===== config.mk =====
export PLATFORM = sky130hd
export DESIGN_NAME = dmem_arbiter
export DESIGN_NICKNAME = d
export VERILOG_FILES = /design/src/rtl/dmem_arbiter.sv
export SDC_FILE = /design/constraint.sdc
export NUM_CORES = 1
export LEC_CHECK = 0
export CORE_AREA = 5 5 115 117
export CTS_CLUSTER_DIAMETER = 120
export DETAILED_ROUTE_END_ITERATION = 6
export DIE_AREA = 0 0 120 122
export GPL_TIMING_DRIVEN = 0
export PLACE_DENSITY_LB_ADDON = 0.08
export SLEW_MARGIN = 20
export SYNTH_ARGS = -nofsm -noshare
export SYNTH_HDL_FRONTEND = slang
export SYNTH_SLANG_ARGS = --single-unit

===== constraint.sdc =====
create_clock -name clk -period 1.9 [get_ports clk]
set_input_delay 0.38 -clock clk [delete_from_list [all_inputs] [get_ports clk]]
set_output_delay 0.38 -clock clk [all_outputs]
set_load 0.05 [all_outputs]

===== src/rtl/dmem_arbiter.sv =====
// dmem_arbiter: shares the data RAM port between the CPU MEM stage
// and the debug/loader port, with registered read return.
module dmem_arbiter #(
    parameter int ADDR_SIZE  = 8,
    parameter int STARVE_MAX = 4
) (
    input  logic        clk,
    input  logic        CLR_n,
    input  logic        cpu_req,
    input  logic        cpu_we,
    input  logic        cpu_byte,
    input  logic        cpu_half,
    input  logic        cpu_uext,
    input  logic [31:0] cpu_addr,
    input  logic [31:0] cpu_wdata,
    output logic        cpu_stall,
    output logic [31:0] cpu_rdata,
    output logic        cpu_rvalid,
    output logic        cpu_misalign,
    input  logic        dbg_req,
    input  logic        dbg_we,
    input  logic [31:0] dbg_addr,
    input  logic [31:0] dbg_wdata,
    output logic        dbg_gnt,
    output logic [31:0] dbg_rdata,
    output logic        dbg_rvalid,
    output logic [31:0] ram_addr,
    output logic [31:0] ram_data_in,
    output logic        ram_MemWrite,
    output logic        ram_Byte,
    output logic        ram_Half,
    output logic        ram_UnsignedExt,
    input  logic [31:0] ram_data_out,
    input  logic        clr_misalign
);

    typedef enum logic [1:0] {
        OWN_IDLE,
        OWN_CPU,
        OWN_DBG
    } owner_t;

    localparam logic [31:0] AMASK =
        32'((64'd1 << ADDR_SIZE) - 64'd1);
    localparam logic [3:0]  SMAX  = 4'(STARVE_MAX);

    owner_t     owner_q;
    owner_t     owner_d;
    logic [3:0] starve_cnt;
    logic       starve_hit;
    logic       cpu_gnt;
    logic       cpu_rd;
    logic       dbg_rd;
    logic       cpu_mis;
    logic       mem_we;

    // Arbitration: CPU wins unless debug has waited STARVE_MAX cycles.
    always_comb begin
        starve_hit = (starve_cnt == SMAX);
        dbg_gnt    = dbg_req & (~cpu_req | starve_hit);
        cpu_gnt    = cpu_req & ~dbg_gnt;
        cpu_stall  = cpu_req & ~cpu_gnt;
        cpu_rd     = cpu_gnt & ~cpu_we;
        dbg_rd     = dbg_gnt & ~dbg_we;
        cpu_mis    = ~cpu_byte &
                     (cpu_half ? cpu_addr[0]
                               : (cpu_addr[1:0] != 2'b00));
    end

    // RAM port mux; idle cycles and reset never write.
    always_comb begin
        ram_addr        = '0;
        ram_data_in     = '0;
        ram_Byte        = 1'b0;
        ram_Half        = 1'b0;
        ram_UnsignedExt = 1'b0;
        mem_we          = 1'b0;
        unique case (1'b1)
            cpu_gnt: begin
                ram_addr        = cpu_addr & AMASK;
                ram_data_in     = cpu_wdata;
                ram_Byte        = cpu_byte;
                ram_Half        = cpu_half;
                ram_UnsignedExt = cpu_uext;
                mem_we          = cpu_we;
            end
            dbg_gnt: begin
                ram_addr        = dbg_addr & AMASK;
                ram_data_in     = dbg_wdata;
                mem_we          = dbg_we;
            end
            default: ;
        endcase
        ram_MemWrite = mem_we & CLR_n;
    end

    // Count consecutive denied debug cycles, saturating.
    always_ff @(posedge clk or negedge CLR_n) begin
        if (!CLR_n) begin
            starve_cnt <= '0;
        end else if (~dbg_req | dbg_gnt) begin
            starve_cnt <= '0;
        end else if (!starve_hit) begin
            starve_cnt <= starve_cnt + 4'd1;
        end
    end

    // Owner state register.
    always_ff @(posedge clk or negedge CLR_n) begin
        if (!CLR_n) begin
            owner_q <= OWN_IDLE;
        end else begin
            owner_q <= owner_d;
        end
    end

    // Owner next state: who gets read data next cycle.
    always_comb begin
        owner_d = OWN_IDLE;
        if (cpu_rd) begin
            owner_d = OWN_CPU;
        end else if (dbg_rd) begin
            owner_d = OWN_DBG;
        end
    end

    assign cpu_rvalid = (owner_q == OWN_CPU);
    assign dbg_rvalid = (owner_q == OWN_DBG);

    // Capture RAM read data into the reading port's register.
    always_ff @(posedge clk or negedge CLR_n) begin
        if (!CLR_n) begin
            cpu_rdata <= '0;
            dbg_rdata <= '0;
        end else begin
            if (cpu_rd) begin
                cpu_rdata <= ram_data_out;
            end
            if (dbg_rd) begin
                dbg_rdata <= ram_data_out;
            end
        end
    end

    // Sticky misalign flag; a new event beats the clear.
    always_ff @(posedge clk or negedge CLR_n) begin
        if (!CLR_n) begin
            cpu_misalign <= 1'b0;
        end else if (cpu_gnt & cpu_mis) begin
            cpu_misalign <= 1'b1;
        end else if (clr_misalign) begin
            cpu_misalign <= 1'b0;
        end
    end

endmodule


==> impl_metrics.tcl, run 1 <==
set metrics [dict create \
    dp_hpwl_um 9840 \
    first_pass_iters 4 \
    h-tree-depth 3 \
    final_cell_area_um2 7560 \
    nFillCells 1026 \
    layout_setup_ws_ns -0.338 \
    io_buffers 234 \
    syn2layout_area_growth_pct 113 \
    drive_gt1_share_pct 38.5 \
    grt_usage_pct 16.3 \
    switching_share_pct 38.1 \
    synth_compound_area_share_pct 6.97 \
    slowest_stage "dfrtp_1" \
    drv_slew 0 \
    core_um2 12300 \
    syn_area_um2 3550 \
    drv_cap 0 \
    via_count 3489 \
    fin_nets 792 \
    setup_tns_ns -13.36 \
    pwr-share-comb_pct 43.5 \
    total_power_uw 6460 \
    slew_headroom_pct 63.2 \
    clockRootBuffer "clkbuf_16" \
    drc 0 \
    synth-simple-area-share_pct 8.31 \
    num_rows 41 \
    dr.max_layer_used "met4" \
    grt.overflow.total 0 \
    dpl_cell_area_um2 6670 \
    period_share_pct 118 \
    path_class "reg2out" \
    grt_max_degree 50 \
    synth-adder-area-share_pct 0.704 \
    synthXorXnorAreaFrac_pct 0.493 \
    crit_chain "inv_1 -> ha_1 -> nand3b_1 -> a21o_4 -> clkbuf_16 -> o21ai_4 -> buf_6" \
    layout_common_cells "clkdlybuf4s50_1, dfrtp_1, mux2_2" \
    initial_core_util_pct 29.0 \
    dieArea_um2 14600 \
    leakagePower_uw 0.00365 \
    insertion_delay_ns 0.33 \
    slowest_delay_ns 0.37 \
    worstPathArrival_ns 1.86 \
    die_x_um 120 \
    hold_viol 0 \
    startpoint_type "register" \
    yosysUniqueCellTypes 26 \
    crit_buf_inv 3 \
    ant_nets 0 \
    cts.path.max_buffers 2 \
    drt_wl_total_um 12500 \
    synth_area_per_cell_um2 10.6 \
    avgRoutedWirePerCell_um 16.2 \
    violations "setup timing" \
    ir_drop_mv 0.380 \
    synthMuxAreaShare_pct 20.3 \
    drt-met1-wl_um 4550 \
    grt_pass1_wl_um 18800 \
    fmax_mhz 447 \
    yosys_warnings 0 \
    synth-seq-cells 71 \
    critPathMaxFanout 10 \
    cts_tree "done" \
    finalClockSkew_ns 0.00522 \
    status "finished with violations" \
    final_common_cell "clkdlybuf4s50_1" \
    place_congestion 0.775 \
    clk_pin_slew_worst_paths_ns 0.06 \
    io_pins 307 \
    die_height_um 122 \
    antenna_found_initial 1 \
    first_global_vias 3768 \
    via_per_inst 4.50 \
    clock_sinks 71 \
    clockPowerShare_pct 27.7 \
    yosysSeqAreaShare_pct 50.0 \
    setup_viol 46 \
    required_ns 1.52 \
    numCtsBuffers 9 \
    holdCritPathClass "in2async" \
    hold_slack_ns 0.0259 \
    cp_top_family "buffers and inverters" \
    first_iter_violations 85 \
    met3_length_um 1190 \
    power.density_nw_per_um2 854 \
    min_period_ns 2.24 \
    cp-end-kind "primary output" \
    power.internal_uw 4000 \
    worstMarginPinSlew_ns 0.552 \
    seqPwrFrac_pct 28.7 \
    wl_met2_um 6470 \
    synthCells 334 \
    rsz0062_at_grt "yes" \
    power_switching_uw 2460 \
    synth_top_family_by_area "multiplexers" \
]
==> sequential cells by signal, indices dropped and copies added, names as in the netlist <==
| signal | flops |
|---|---|
| dbg_rdata | 32 |
| cpu_misalign | 1 |
| owner_q | 2 |
| cpu_rdata | 32 |
| starve_cnt | 4 |
==> per-stage QoR <==
stage | setup WS [ns] | cells | utilization, %
floorplan | -0.187 | 357 | -
global placement | -3.21 | 741 | 54.2
detailed placement | -1.23 | 742 | 54.4
CTS | -0.351 | 770 | 59.9
global route | -0.435 | 775 | 61.7
finish | -0.338 | 775 | 61.7
==> layout make-up <==
| cell class | instances | area (um2) | share of cell area (%) |
|---|---|---|---|
| antenna | 1 | 2.50 | 0.0331 |
| buffer | 43 | 443 | 5.86 |
| clock buffer | 9 | 225 | 2.98 |
| clock inverter | 6 | 93.8 | 1.24 |
| inverter | 48 | 180 | 2.38 |
| multi-input combinational | 195 | 1910 | 25.3 |
| sequential | 71 | 1780 | 23.5 |
| tap | 150 | 188 | 2.48 |
| timing repair buffer | 252 | 2740 | 36.2 |
==> power groups by stage <==
stage | Clock, uW | Combinational [uW] | Sequential [uW]
floorplan | 0 | 882 | 2710
global placement | 0 | 2710 | 1880
detailed placement | 0 | 2730 | 1890
CTS | 1840 | 2820 | 1860
global route | 1910 | 2920 | 1890
finish | 1790 | 2810 | 1860
==> path summary, 6_finish.rpt <==
path	cells after the start	from	slack, ns	end
max reg2reg	8	starve_cnt[0]	0.02	dbg_rdata[8]
max in group asynchronous	2	CLR_n	1.39	cpu_rdata[23]
min in group clk	1	dbg_rdata[1]	0.50	dbg_rdata[1]
min	2	CLR_n	0.03	cpu_rdata[15]
max	7	starve_cnt[0]	-0.34	ram_data_in[14]
min reg2reg	1	dbg_rdata[1]	0.50	dbg_rdata[1]
==> kinds of logic (layout without fill, tap and decap cells) <==
family,Yosys count,count (layout)
other,1,25
xor gates and xnor gates,2,2
DFF,71,71
and+or+nand+nor,58,58
adders and majority gates,2,2
buffers and inverters,91,358
AOI/OAI and AO/OA,45,45
muxes,64,64
==> routing by layer <==
| metal | vias up | track usage [%] |
|---|---|---|
| met1 | 1661 | 17.5 |
| met2 | 155 | 28.7 |
| met4 | 0 | 6.37 |
| li1 | 1649 | - |
| met3 | 24 | 6.69 |
| met5 | - | 0 |
==> repair_timing <==
action | 4_1_cts | 5_1_grt
pin swaps | 2 | 0
cloned | 2 | 2
setup buffers | 10 | 2
hold endpoints to repair | 24 | 0
endpoints found under the setup margin | 115 | 136
hold buffers | 1 | 0
resized for setup | 380 | 55
==> cells in the mapped netlist <==
library cell | count | area [um2]
mux2_2 | 63 | 709
xnor2_1 | 1 | 8.76
inv_1 | 48 | 180
nor2_1 | 5 | 18.8
o32ai_1 | 1 | 8.76
nand4b_1 | 1 | 8.76
ha_1 | 2 | 25.0
nand2_1 | 3 | 11.3
clkbuf_1 | 12 | 45.0
dfrtp_1 | 71 | 1780
and2_1 | 1 | 6.26
a21o_1 | 1 | 7.51
nor2b_1 | 2 | 12.5
a21oi_1 | 1 | 5.00
o21ai_0 | 40 | 200
xor2_1 | 1 | 8.76
mux2_1 | 1 | 11.3
conb_1 | 1 | 3.75
buf_6 | 3 | 33.8
nand3b_1 | 2 | 15.0
and3_1 | 2 | 12.5
buf_2 | 1 | 5.00
nand3_1 | 42 | 210
buf_4 | 27 | 203
a211oi_4 | 1 | 20.0
o22ai_1 | 1 | 6.26
Power figures use the tool's default switching activity.
==> run 2, diff against run 1 <==
Settings changed: CAP_MARGIN from default to 20.
Clock period 1.9 ns to 2.1 ns, I/O delays scaled along.
==> run 2 against run 1 <==
First-iteration DRC count increased by 66%; critical path depth unchanged; the flow still finishes with violations (setup timing); sequential power decreased by 9%.
==> impl_metrics.tcl, run 2 (same netlist as run 1, synthesis figures left out) <==
set metrics [dict create \
    drc 0 \
    cts_tree "done" \
    seqPwrFrac_pct 29.8 \
    ant_nets 0 \
    first_iter_violations 141 \
    r2r_slack_ns 0.18 \
    leakagePower_uw 0.00326 \
    power.density_nw_per_um2 796 \
    top_usage_layer "met2" \
    switching_share_pct 38.1 \
    slowest_stage "dfrtp_1" \
    status "finished with violations" \
    drv_slew 0 \
    insertion_delay_ns 0.32 \
    first_pass_iters 4 \
    reg_top3 "cpu_rdata x32, dbg_rdata x32, starve_cnt x4" \
    clockRootBuffer "clkbuf_16" \
    grt_use_met3_pct 5.39 \
    dp_hpwl_um 9730 \
    startpoint_type "register" \
    power_switching_uw 2160 \
    grt_usage_pct 15.8 \
    period_share_pct 107 \
    num_rows 41 \
    setup_viol 41 \
    violations "setup timing" \
    drt_wl_total_um 12200 \
    dp.cells 742 \
    pwr-share-comb_pct 43.8 \
    place_congestion 0.774 \
    reg2reg_to "dbg_rdata[22]" \
    crit_chain "inv_1 -> ha_2 -> nand3b_1 -> a21o_4 -> clkbuf_16 -> o21ai_4 -> buf_6" \
    gr-usage-met1_pct 17.8 \
    min_period_ns 2.25 \
    slowest_delay_ns 0.38 \
    grt_pass1_wl_um 18500 \
    via_count 3455 \
    io_buffers 234 \
    initial_core_util_pct 29.0 \
    clockPowerShare_pct 26.4 \
    first_global_vias 3575 \
    worstMarginPinSlew_ns 0.742 \
    layout_common_cells "clkdlybuf4s50_1, dfrtp_1, mux2_2" \
    grt_use_met2_pct 28.0 \
    dieArea_um2 14600 \
    holdCritPathClass "in2async" \
    ir_drop_mv 0.360 \
    hold_viol 0 \
    r2r_cells 8 \
    drive_gt1_share_pct 38.8 \
    antenna_found_initial 1 \
    finalClockSkew_ns 0.00930 \
    grt.overflow.total 0 \
    final_common_cell "clkdlybuf4s50_1" \
    avgRoutedWirePerCell_um 15.8 \
    syn2layout_area_growth_pct 100 \
    critPathMaxFanout 7 \
    fmax_mhz 444 \
    clock_sinks 71 \
    r2r-start "starve_cnt[1]" \
    fin_nets 788 \
    die_height_um 122 \
    worstPathArrival_ns 1.83 \
    total_power_uw 5660 \
    path_class "reg2out" \
    required_ns 1.68 \
    clk_pin_slew_worst_paths_ns 0.06 \
    core_um2 12300 \
    numCtsBuffers 9 \
    cts.path.max_buffers 2 \
    via_per_inst 4.48 \
    power.internal_uw 3510 \
    io_pins 307 \
    drv_cap 0 \
    layout_setup_ws_ns -0.154 \
    die_x_um 120 \
    rsz0062_at_grt "yes" \
    cp-end-kind "primary output" \
    grt_max_degree 58 \
    final_cell_count_no_fill 772 \
    h-tree-depth 3 \
    slew_headroom_pct 50.4 \
]
run 2: worst max path at each step:
stage                        from              end  slack [ns]
global route        starve_cnt[1]  ram_data_in[20]       -0.24
CTS                 starve_cnt[0]  ram_data_in[20]       -0.15
floorplan           starve_cnt[0]      ram_addr[0]       -0.26
detailed placement        dbg_req  ram_data_in[11]       -1.00
global placement            CLR_n     ram_MemWrite       -3.00
finish              starve_cnt[1]  ram_data_in[20]       -0.15
run 2: critical path, delay by kind of cell (launching register included):
family | cells | cell delay (ns)
flip-flops | 1 | 0.38
buffers and inverters | 3 | 0.42
AND/OR/NAND/NOR | 1 | 0.11
AO/OA/AOI/OAI | 2 | 0.43
adder cells (fa/ha/maj) | 1 | 0.17
run 2: repair_timing:
action | in CTS | in global routing
buffers inserted | 5 | 6
hold buffers | 1 | 0
cloned | 0 | 1
pin swaps | 2 | 3
endpoints found under the hold margin | 16 | 0
gates resized for setup | 398 | 44
endpoints found under the setup margin | 75 | 106
run 2: cell type report:
class	count	area [um2]
fillers	1092	5150
repair buffers	248	2560
flip-flops and latches	71	1780
multi-input cells	195	1700
plain buffers	43	400
clock buffers	11	243
well taps	150	188
inverters	48	180
clock inverters	5	57.6
diodes	1	2.50
run 2: per-stage QoR:
step | TNS, ns | utilization (%) | cell area (um2) | worst slack [ns] | hold slack [ns]
after global routing | -8.73 | 58.0 | 7110 | -0.240 | 0.111
final | -4.47 | 58.0 | 7110 | -0.154 | 0.0930
after CTS | -5.18 | 56.1 | 6880 | -0.149 | 0.0915
after global placement | -191.95 | 50.4 | 6180 | -3.00 | 0.472
after detailed placement | -55.07 | 50.6 | 6200 | -1.00 | 0.307
after floorplan | -10.0 | - | 3650 | -0.263 | 0.124
run 2: power by group through the flow:
| stage | Clock (uW) | Sequential [uW] | Combinational (uW) |
|---|---|---|---|
| after floorplan | 0 | 2450 | 685 |
| after global placement | 0 | 1700 | 2340 |
| after detailed placement | 0 | 1710 | 2360 |
| after CTS | 1550 | 1690 | 2460 |
| after global routing | 1620 | 1710 | 2580 |
| final | 1490 | 1690 | 2480 |
run 2: per-layer routing:
layer  wire (um)  share of wire (%)
met1        4450                 36
met2        6440                 53
met3        1100                9.0
met4         214                1.8
met5           0                  0
